[src/rtl/completion_arbiter_if.sv]
// Completion-arbiter bus: per-unit result requests in, one registered result out.
interface completion_arbiter_if #(
  parameter int N = 7,
  parameter int W = 32
);
  localparam int IW = (N > 1) ? $clog2(N) : 1;

  logic           flush_i;
  logic [N-1:0]   req_valid_i;
  logic [N*W-1:0] req_data_i;
  logic [N-1:0]   req_ready_o;
  logic           out_valid_o;
  logic [W-1:0]   out_data_o;
  logic [N-1:0]   out_sel_o;
  logic [IW-1:0]  out_idx_o;
  logic           out_ready_i;

  modport master (
    output flush_i, req_valid_i, req_data_i, out_ready_i,
    input  req_ready_o, out_valid_o, out_data_o, out_sel_o, out_idx_o
  );

  modport slave (
    input  flush_i, req_valid_i, req_data_i, out_ready_i,
    output req_ready_o, out_valid_o, out_data_o, out_sel_o, out_idx_o
  );
endinterface

[src/rtl/completion_arbiter.sv]
// Fixed-priority completion arbiter with age-based starvation promotion; 1-cycle registered result.
// Grants only when the result register is empty or draining this cycle; flush and reset block all grants.
module completion_arbiter #(
  parameter int N            = 7,
  parameter int W            = 32,
  parameter int STARVE_LIMIT = 8
) (
  input logic                 clk,
  input logic                 reset,
  completion_arbiter_if.slave bus
);
  localparam int AW = $clog2(STARVE_LIMIT + 1);
  localparam int IW = (N > 1) ? $clog2(N) : 1;
  localparam logic [AW-1:0] AGE_MAX = AW'(STARVE_LIMIT);

  logic [AW-1:0] age_q [N];
  logic          out_valid_q;
  logic [W-1:0]  out_data_q;
  logic [N-1:0]  out_sel_q;
  logic [IW-1:0] out_idx_q;

  logic          load_ok;
  logic [N-1:0]  starved;
  logic [N-1:0]  grant;
  logic [IW-1:0] grant_idx;
  logic [W-1:0]  grant_data;

  always_comb begin
    load_ok = (~out_valid_q | bus.out_ready_i) & ~bus.flush_i & ~reset;
  end

  always_comb begin
    starved = '0;
    for (int i = 0; i < N; i++) begin
      starved[i] = bus.req_valid_i[i] && (age_q[i] == AGE_MAX);
    end
  end

  // Scan from the lowest priority upward so the last hit is the lowest index.
  always_comb begin
    grant      = '0;
    grant_idx  = '0;
    grant_data = '0;
    if (load_ok) begin
      for (int i = N - 1; i >= 0; i--) begin
        if ((|starved) ? starved[i] : bus.req_valid_i[i]) begin
          grant      = '0;
          grant[i]   = 1'b1;
          grant_idx  = IW'(i);
          grant_data = bus.req_data_i[i*W +: W];
        end
      end
    end
  end

  always_ff @(posedge clk or posedge reset) begin
    if (reset) begin
      out_valid_q <= 1'b0;
      out_data_q  <= '0;
      out_sel_q   <= '0;
      out_idx_q   <= '0;
      for (int i = 0; i < N; i++) begin
        age_q[i] <= '0;
      end
    end else if (bus.flush_i) begin
      out_valid_q <= 1'b0;
      out_sel_q   <= '0;
      for (int i = 0; i < N; i++) begin
        age_q[i] <= '0;
      end
    end else begin
      if (|grant) begin
        out_valid_q <= 1'b1;
        out_data_q  <= grant_data;
        out_sel_q   <= grant;
        out_idx_q   <= grant_idx;
      end else if (out_valid_q && bus.out_ready_i) begin
        out_valid_q <= 1'b0;
        out_sel_q   <= '0;
      end
      // Ages keep counting through downstream stalls, saturating at the limit.
      for (int i = 0; i < N; i++) begin
        if (!bus.req_valid_i[i] || grant[i]) begin
          age_q[i] <= '0;
        end else if (age_q[i] < AGE_MAX) begin
          age_q[i] <= age_q[i] + AW'(1);
        end
      end
    end
  end

  assign bus.req_ready_o = grant;
  assign bus.out_valid_o = out_valid_q;
  assign bus.out_data_o  = out_data_q;
  assign bus.out_sel_o   = out_sel_q;
  assign bus.out_idx_o   = out_idx_q;
endmodule

[src/flat_wrapper.sv]
// flat-port wrapper written by rule: the top's interface ports become plain ports
module completion_arbiter_flat 
#(
  parameter int N            = 7,
  parameter int W            = 32,
  parameter int STARVE_LIMIT = 8
)
  (clk, reset, bus_flush_i, bus_req_valid_i, bus_req_data_i, bus_out_ready_i, bus_req_ready_o, bus_out_valid_o, bus_out_data_o, bus_out_sel_o, bus_out_idx_o);
  completion_arbiter_if #(.N(N), .W(W)) bus_i ();
  input logic clk;
  input logic reset;
  input wire logic [$bits(bus_i.flush_i)-1:0] bus_flush_i;
  input wire logic [$bits(bus_i.req_valid_i)-1:0] bus_req_valid_i;
  input wire logic [$bits(bus_i.req_data_i)-1:0] bus_req_data_i;
  input wire logic [$bits(bus_i.out_ready_i)-1:0] bus_out_ready_i;
  output wire logic [$bits(bus_i.req_ready_o)-1:0] bus_req_ready_o;
  output wire logic [$bits(bus_i.out_valid_o)-1:0] bus_out_valid_o;
  output wire logic [$bits(bus_i.out_data_o)-1:0] bus_out_data_o;
  output wire logic [$bits(bus_i.out_sel_o)-1:0] bus_out_sel_o;
  output wire logic [$bits(bus_i.out_idx_o)-1:0] bus_out_idx_o;
  assign bus_i.flush_i = bus_flush_i;
  assign bus_i.req_valid_i = bus_req_valid_i;
  assign bus_i.req_data_i = bus_req_data_i;
  assign bus_i.out_ready_i = bus_out_ready_i;
  assign bus_req_ready_o = bus_i.req_ready_o;
  assign bus_out_valid_o = bus_i.out_valid_o;
  assign bus_out_data_o = bus_i.out_data_o;
  assign bus_out_sel_o = bus_i.out_sel_o;
  assign bus_out_idx_o = bus_i.out_idx_o;
  completion_arbiter #(.N(N), .W(W), .STARVE_LIMIT(STARVE_LIMIT)) u_core (.clk(clk), .reset(reset), .bus(bus_i));
endmodule
[config.mk]
export PLATFORM = sky130hd
export DESIGN_NAME = completion_arbiter_flat
export DESIGN_NICKNAME = d
export VERILOG_FILES = /design/src/rtl/completion_arbiter_if.sv /design/src/rtl/completion_arbiter.sv /design/src/flat_wrapper.sv
export SDC_FILE = /design/constraint.sdc
export NUM_CORES = 1
export LEC_CHECK = 0
export CAP_MARGIN = 10
export CORE_MARGIN = 5
export CORE_UTILIZATION = 45
export CTS_CLUSTER_DIAMETER = 200
export DETAILED_ROUTE_END_ITERATION = 8
export PLACE_DENSITY_LB_ADDON = 0.25
export SYNTH_ARGS = -nofsm -noshare
export SYNTH_HDL_FRONTEND = slang
export SYNTH_SLANG_ARGS = --single-unit
[constraint.sdc]
create_clock -name clk -period 8.3 [get_ports clk]
set_clock_uncertainty 0.2 [all_clocks]
set_input_delay 1.66 -clock clk [delete_from_list [all_inputs] [get_ports clk]]
set_output_delay 1.66 -clock clk [all_outputs]
set_load 0.01 [all_outputs]
# == Word-level counts from Yosys, hierarchy flattened ==
# Cells that the tools add are included.
# classes
muxes,52
bitwise_logic,6
reduce_logical,33
add_sub_neg,7
n_eq_ne,7
n_lt_le_gt_ge,7
# op_table
operator,count
two-way mux 32 bit,8
two-way mux 7 bit,11
two-way mux 4 bit,14
"adder 4 x 1 -> 4 bit, second input constant",7
"== test 4 bit, second input constant",7
"< comparator 4 bit, second input constant",7
two-way mux 28 bit,1
two-way mux 3 bit,8
nonzero test 3 bit,8
OR reduction 7 bit,2
two-way mux 1 bit,10
logical AND 1 bit,8
logical NOT 1 bit,7
logical OR 1 bit,7
inverter 1 bit,3
bitwise AND 1 bit,2
AND reduction 2 bit,1
bitwise OR 1 bit,1
# totals
out_inout_bits,50
input_bits,235
regBits,71
word_cells,123

# == Depth between registers and ports, before layout ==
# Gate-level depths: netlist of the first run.
# logic_depth
depth_word,15
depth_mapped,11
mapped_depth_nobuf,8

# == Least setup slack after synthesis of the first run ==
# No wires, ideal clock.
# synth_path
kind,input-to-output
startpoint,input port reset
endpoint,output port bus_req_ready_o[5]
t_arrival_ns,4.646
path_stages,5
n_path_buf,1
t_required_ns,6.440
path_slack_ns,1.794
cell_sequence,inv_1 -> nand3_1 -> or4_1 -> buf_2 -> nor3b_1
# synth_between
elab_chain_len,3
# synth_rtl
item,line_no,source
start: declaration,flat_wrapper.sv:11,input logic reset;
inverter 1 bit,completion_arbiter.sv:29,load_ok = (~out_valid_q | bus.out_ready_i) & ~bus.flush_i & ~reset;
bitwise AND 1 bit,completion_arbiter.sv:29,
two-way mux 7 bit,completion_arbiter.sv:44,if (load_ok) begin
end: declaration,flat_wrapper.sv:16,output wire logic [$bits(bus_i.req_ready_o)-1:0] bus_req_ready_o;
# No other way between the ends.

# == Worst setup path in the final report of the first run ==
# layout_path
startpoint,input port bus_req_valid_i[5]
endpoint,output port bus_req_ready_o[5]
# layout_between
elab_chain_len,10
elab_cells_between_ends,15
classes_between,mux: 13; reduce/logical: 2
# layout_rtl
item,line_no,source
start: declaration,flat_wrapper.sv:13,input wire logic [$bits(bus_i.req_valid_i)-1:0] bus_req_valid_i;
logical AND 1 bit,completion_arbiter.sv:35,starved[i] = bus.req_valid_i[i] && (age_q[i] == AGE_MAX);
OR reduction 7 bit,completion_arbiter.sv:46,if ((|starved) ? starved[i] : bus.req_valid_i[i]) begin
two-way mux 1 bit,completion_arbiter.sv:46,
two-way mux 7 bit (5 in a row),completion_arbiter.sv:46,
two-way mux 7 bit *,completion_arbiter.sv:46,
two-way mux 7 bit *,completion_arbiter.sv:44,
# Every way passes the cells marked *; elsewhere a longest branch is shown, timed or not.

==> results by group, run 1 <==
Yosys
  • Post-synthesis mux area share: 6.723%
  • Flops & latches, synth: 71
  • Simple-Gate Fraction of Synth Area: a little under a fifth
  • Synthesized area: about 0.0058 mm2
  • Mapped Nets: 917
  • Synth Area in Compound Gates: 32.67%
  • Post-Syn Instances: roughly 670
  • EDFF count, synth: 0
  • Synth Area in Adders: slightly above 3%
  • Top cells by count, synth: dfrtp_1, nor2_1, nand2_1
  • Most numerous cell in the Yosys netlist: dfrtp_1
  • Leading area contributor after synthesis: dfrtp_1
  • Distinct cells, synth: 58
  • Post-Synth XOR/XNOR Area: 2.112%
  • Mapped Avg Cell Area: around 8.7 um2
  • Top FF cell, synth: dfrtp_1
  • Synth top area cells: dfrtp_1, mux2i_1, o31ai_2
  • Largest family of logic cells by synthesized area: compound AO/OA/AOI/OAI gates
  • Synthesis Warnings: 0
  • Seq/Total Area, Yosys: 30.60%
  • FFs w/ async S/R, synth: 100.0%
  • Post-synth top area share: a little under a third

Power and ir drop
  • Sequential Power Share: 34.5%
  • Tot Pwr: approximately 0.0012 W
  • Pint: between 0.0008 and 0.0009 W
  • P_sw: approximately 0.00036 W
  • Clk network pwr share: 31.5%
  • PD cells: about 130 mW/mm2
  • Leak: 3.666 nW
  • Max VDD drop: 101.2 uV
  • Sw frac: 30.70%
  • Comb pwr share: 33.9%

Die
  • Starting density of the core: 46.01%
  • I/O pin count: roughly 290
  • Die Y: 123.6 um
  • Row cnt: about 40
  • Die area: ~0.015 mm2
  • Core Box Area: approximately 0.013 mm2
  • Die X: ~120 um

CTS
  • Root buffer cell: clkbuf_16
  • Post-CTS sizing: 0
  • Clock Path Buffers: 2
  • Hold_buf cts: 0
  • Clk_lat worst skew: approximately 0.34 ns
  • Clock slew at reported path FFs: about 0.06 ns
  • H-tree depth: 3
  • CTS Buf Count: 9
  • CTS sink count: between 70 and 80
  • TritonCTS clock tree: built
  • # Post-CTS Setup Buffers: 0

Routing
  • WL/cell: between 20 and 25 um
  • Post-route ant nets: 0
  • Initial DRT Pass Iterations: 5
  • DR vias/cell: between 6 and 7
  • Initial detailed-routing violation count: approximately 700
  • Total number of vias: just under 7000
  • Final WL: around 25 mm
  • Residual DRC count: 0

Layout
  • Area Growth Syn to Fin: 55.57%
  • Final Util: a little under three quarters
  • Design area: 0.009034 mm2
  • Fin nets: about 1200
  • Share of layout cells above drive strength 1: under 10%

Placement
  • Placed Area: just under 0.009 mm2
  • HPWL Detailed: about 19 mm
  • Routability-driven placement congestion ratio: about 0.94
  • Buffers on Ports: roughly 280

GRT
  • Pin count of the biggest net entering global routing: 73
  • Most Crowded Layer GR: met2
  • Met2 Usage GRT: a little over half
  • Via count of the first global-routing pass: between 6000 and 7000
  • GRT overflow: 0
  • Met1 Resource Use GR: between 30% and 40%
  • Met3 Use GR: under 10%
  • Initial antenna violation count: 2
  • First-pass GRT wire length: 38.26 mm
  • GRT Total Usage: about a third

Timing
  • Min Tclk post-route: ~6.9 ns
  • Slew Viols, Final: 0
  • Worst slew pin tran: around 0.95 ns
  • FMAX: between 100 and 150 MHz
  • Max-slew headroom: between 30% and 40%
  • WHS: about 0.28 ns
  • Setup violators final: 0
  • RSZ-0062 raised after global routing: no
  • Setup TNS Final: 0 ns
  • Endpoints failing hold: 0
  • Period utilization: 83.47%

Setup path
  • Critical Path RT: ~6.4 ns
  • Arr. time, crit path: around 5.1 ns
  • Biggest cell delay along the critical path: just over 0.7 ns
  • Cell family with most CP delay: simple AND/OR/NAND/NOR gates
  • Crit path top cell by count: clkdlybuf4s50_1
  • CP Buf/Inv Count: 2
  • Crit-path cells: clkdlybuf4s50_1 > nand4b_1 > nand3_2 > nor2_1 > or4_1 > nor3b_1 > clkdlybuf4s50_1
  • Critical path startpoint category: input pin
  • Crit-path max FO: 35
  • Critical Path End Type: output port
  • Kind of critical path: input pin to output port
  • Max stage delay cell, worst path: or4_1

Job
  • Max-cap viol count: 0

Hold path
  • Min-delay worst type: flop to flop

Outcome
  • Outcome: finished, final reports clean
## per-stage QoR
step | worst slack, ns | instances
after floorplan | 1.794 | 668
after global placement | 1.563 | 1076
after detailed placement | 1.429 | 1076
after CTS | 1.400 | 1092
after global routing | 1.229 | 1094
final | 1.372 | 1094
## layout make-up
class | instances | area [um2]
clock buffers | 10 | 229.0
flip-flops and latches | 71 | 1777
well taps | 172 | 215.2
inverters | 17 | 63.81
clock inverters | 6 | 46.29
diodes | 2 | 5.005
repair buffers | 298 | 2948
fillers | 972 | 3586
multi-input cells | 518 | 3750
## power groups by stage
stage	Sequential, W	Clock, W	Combinational [W]
global route	0.000405	0.000387	0.000417
CTS	0.000400	0.000369	0.000393
detailed placement	0.000407	0	0.000391
finish	0.000400	0.000365	0.000394
floorplan	0.000417	0	0.000150
global placement	0.000404	0	0.000381
## worst paths after layout
| path | from | to | slack (ns) | depth (start not counted) |
|---|---|---|---|---|
| min in group asynchronous | reset | u_core.age_q[20]$_DFFE_PP0P_ | 1.78 | 3 |
| max reg2reg | u_core.age_q[12]$_DFFE_PP0P_ | u_core.bus.out_data_o[9]$_DFFE_PP0P_ | 4.20 | 10 |
| max in group asynchronous | reset | u_core.bus.out_data_o[10]$_DFFE_PP0P_ | 5.51 | 3 |
| min | u_core.bus.out_sel_o[3]$_DFFE_PP0P_ | u_core.bus.out_sel_o[3]$_DFFE_PP0P_ | 0.28 | 1 |
| min reg2reg | u_core.bus.out_sel_o[3]$_DFFE_PP0P_ | u_core.bus.out_sel_o[3]$_DFFE_PP0P_ | 0.28 | 1 |
| max | bus_req_valid_i[5] | bus_req_ready_o[5] | 1.37 | 7 |
## layout by cell type (no fill, tap or decap), types with 2 or more instances in the layout
cell             instances
a221oi_1                32
o311a_1                 32
dfrtp_1                 71
o31ai_1                 38
mux2i_1                 39
o31ai_2                 27
a31oi_1                  7
clkdlybuf4s50_1        284
o21ai_4                  2
nand3b_1                 5
nor3b_1                  2
xor2_1                   7
nor2_1                  68
clkbuf_16                9
a21oi_1                 34
and3_1                   2
clkinvlp_4               2
diode_2                  2
nor2b_1                  7
o211ai_1                 2
clkinv_4                 2
nand4b_1                 8
nand3_1                 36
inv_1                   15
and4b_1                  5
xnor2_1                  7
buf_4                   14
nand4_1                  5
nand2_1                 67
ha_1                    14
and4b_2                  2
o21ai_0                  4
a21o_1                   7
nand3_2                  2
nor3_1                   2
o22ai_1                 32
## sequential cells by signal, indices dropped and copies added (netlist names)
| register | cells |
|---|---|
| u_core.bus.out_valid_o | 1 |
| u_core.age_q | 28 |
| u_core.bus.out_data_o | 32 |
| u_core.bus.out_sel_o | 7 |
| u_core.bus.out_idx_o | 3 |
## cells by family after synthesis
group | count (synthesis)
fa+ha+maj | 14
xor+xnor | 14
buf+inv | 79
simple gates | 219
mux | 39
flops | 71
compound gates | 232
## per-layer routing
layer / wire (um) / vias up / share of wire [%]
li1: - / 3073 / -
met1: 9309 / 3227 / 37
met2: 12300 / 461 / 48
met3: 2486 / 110 / 9.8
met4: 1331 / 0 / 5.2
met5: 0 / - / 0
(Power assumes the default switching activity.)
==> run 2, diff against run 1 <==
- CORE_UTILIZATION: 45 -> 38
- clock period: 8.3 -> 5.8 ns (I/O delays scaled with it)
==> run 2 against run 1 <==
Net effect:
- register-to-register slack lost 1.9 ns
- combinational power grew 41%
- utilization shrank 11 points
- flip-flop and latch count is the same
- via count shrank 5.9%
- clock-buffer cell count shrank 1
- sequential power grew 42%
- routed wire length shrank 3.0%
- final cell count grew 2.0%
- first-iteration DRC count shrank 31%
- critical path type unchanged
==> results by group, run 2 (synthesized netlist as in run 1, its figures left out) <==
Outcome
  • Outcome: finished, final reports clean

CTS
  • H-tree depth: 3
  • Post-CTS sizing: 0
  • Hold_buf cts: 0
  • Root buffer cell: clkbuf_16
  • Clock Path Buffers: 2
  • Clock slew at reported path FFs: about 0.06 ns
  • Clk_lat worst skew: 0.34 ns
  • CTS sink count: 71
  • TritonCTS clock tree: built
  • # Post-CTS Setup Buffers: 0
  • CTS Buf Count: 9

Placement
  • Placed Area: about 0.0088 mm2
  • HPWL Detailed: around 18 mm
  • Buffers on Ports: 284
  • Routability-driven placement congestion ratio: 0.8932

GRT
  • GRT Total Usage: approximately a quarter
  • Pin count of the biggest net entering global routing: just over 70
  • Via count of the first global-routing pass: roughly 6400
  • Initial antenna violation count: 4
  • First-pass GRT wire length: roughly 37 mm
  • GRT overflow: 0

Routing
  • Residual DRC count: 0
  • Post-route ant nets: 0
  • WL/cell: 22.10 um
  • Total number of vias: 6464
  • Final WL: between 20 and 25 mm
  • Initial detailed-routing violation count: between 400 and 500
  • Initial DRT Pass Iterations: 5
  • DR vias/cell: between 5 and 6

Setup path
  • Crit path top cell by count: clkdlybuf4s50_1
  • Crit-path cells: clkdlybuf4s50_1 > nand4b_1 > nand4_1 > a32oi_1 > or4_1 > nor3b_1 > clkdlybuf4s50_1
  • Critical path depth: 7
  • Biggest cell delay along the critical path: 0.65 ns
  • Critical R2R Launch: u_core.age_q[4]$_DFFE_PP0P_
  • Worst R2R End: u_core.bus.out_data_o[4]$_DFFE_PP0P_
  • Arr. time, crit path: 4.02 ns
  • Critical Path RT: about 4.4 ns
  • Max stage delay cell, worst path: clkdlybuf4s50_1
  • CP Launch Point: bus_req_valid_i[4]
  • CP Buf/Inv Count: 2
  • Critical Path End Type: output port
  • Kind of critical path: input pin to output port
  • Flop-to-flop setup slack: approximately 2.3 ns
  • R2r worst-path depth: 11
  • Crit-path max FO: 7
  • Critical path startpoint category: input pin
  • Worst setup endpoint: bus_req_ready_o[5]
  • Cell family with most CP delay: simple AND/OR/NAND/NOR gates

Power and ir drop
  • Pint: between 0.001 and 0.0015 W
  • Sw frac: about 29%
  • PD cells: approximately 190 mW/mm2
  • P_sw: ~0.00051 W
  • Leak: 3.713 nW
  • Comb pwr share: around a third
  • Clk network pwr share: between 30% and 40%
  • Max VDD drop: between 100 and 150 uV
  • Sequential Power Share: about a third

Die
  • I/O pin count: approximately 290
  • Die X: ~130 um
  • Die Y: roughly 130 um
  • Row cnt: 45
  • Die area: 0.01785 mm2
  • Starting density of the core: roughly two fifths
  • Core Box Area: approximately 0.015 mm2

Timing
  • FMAX: 185.7 MHz
  • RSZ-0062 raised after global routing: no
  • Max-slew headroom: between 30% and 40%
  • WHS: 0.2806 ns
  • Period utilization: between 90% and 100%
  • Slew Viols, Final: 0
  • Setup TNS Final: 0 ns
  • Worst slew pin tran: around 0.95 ns
  • Endpoints failing hold: 0
  • Setup violators final: 0
  • Min Tclk post-route: 5.384 ns

Layout
  • Area Growth Syn to Fin: 57.44%
  • Design area: about 0.0091 mm2
  • Share of layout cells above drive strength 1: between 8 and 9%
  • Final Util: between 60% and 70%
  • Fin nets: approximately 1200
  • Most common cell after layout, fill and taps aside: clkdlybuf4s50_1
  • Commonest non-fill, non-tap cells in the layout: clkdlybuf4s50_1, dfrtp_1, nor2_1
  • Max reg flops: 32

Hold path
  • Min-delay worst type: flop to flop

Job
  • Max-cap viol count: 0
[run 2: cell types whose count changed in the layout (fill, tap and decap cells not counted), sizes merged]
cell	change
buf	+5
clkinv	+1
inv	-2
clkbuf	-1
bufinv	+2
diode	+1
[run 2: layer usage]
layer,GRT usage [%],wire [um],vias to the layer above
met4,10.23,729,2
met3,6.986,1776,47
met5,0,20,-
li1,-,-,3099
met1,32.66,10340,3071
met2,44.58,11800,245
[run 2: worst reg2reg max path, delay by kind of cell, from the launching register on]
kind | cells | cell delay, ns
flops | 1 | 0.42
buf+inv | 4 | 1.35
compound gates | 3 | 0.63
simple gates | 3 | 0.64
fa+ha+maj | 1 | 0.17
[run 2: how the worst min path moves through the flow]
stage / slack [ns] / end / cells after the start / from
floorplan: 0.31 / u_core.bus.out_data_o[16]$_DFFE_PP0P_ / 2 / u_core.bus.out_data_o[16]$_DFFE_PP0P_
global placement: 0.26 / u_core.bus.out_data_o[17]$_DFFE_PP0P_ / 2 / u_core.bus.out_data_o[17]$_DFFE_PP0P_
detailed placement: 0.27 / u_core.bus.out_sel_o[0]$_DFFE_PP0P_ / 1 / u_core.bus.out_sel_o[0]$_DFFE_PP0P_
CTS: 0.28 / u_core.bus.out_sel_o[0]$_DFFE_PP0P_ / 1 / u_core.bus.out_sel_o[0]$_DFFE_PP0P_
global route: 0.30 / u_core.bus.out_data_o[28]$_DFFE_PP0P_ / 2 / u_core.bus.out_data_o[28]$_DFFE_PP0P_
finish: 0.28 / u_core.bus.out_sel_o[5]$_DFFE_PP0P_ / 1 / u_core.bus.out_sel_o[5]$_DFFE_PP0P_
[run 2: area by class of cell]
type,instances,area [um2]
diodes,3,7.507
fillers,1331,5947
repair buffers,303,2985
clock buffers,9,225.2
flip-flops and latches,71,1777
well taps,188,235.2
inverters,17,65.06
clock inverters,7,97.59
multi-input cells,518,3750
[run 2: power groups by stage]
stage | registers (W) | clock network [W] | logic, W
2_1_floorplan | 0.000597 | 0 | 0.000215
3_3_place_gp | 0.000577 | 0 | 0.000550
3_5_place_dp | 0.000579 | 0 | 0.000555
4_1_cts | 0.000570 | 0.000624 | 0.000558
5_1_grt | 0.000576 | 0.000647 | 0.000592
6_report | 0.000570 | 0.000617 | 0.000554
[run 2: stage by stage]
stage	power (W)	worst slack [ns]	std cells
after floorplan	0.0008121	0.2940	668
after global placement	0.001127	0.4700	1097
after detailed placement	0.001134	0.4451	1097
after CTS	0.001753	0.4290	1113
after global routing	0.001816	0.2722	1116
final	0.001740	0.4156	1116
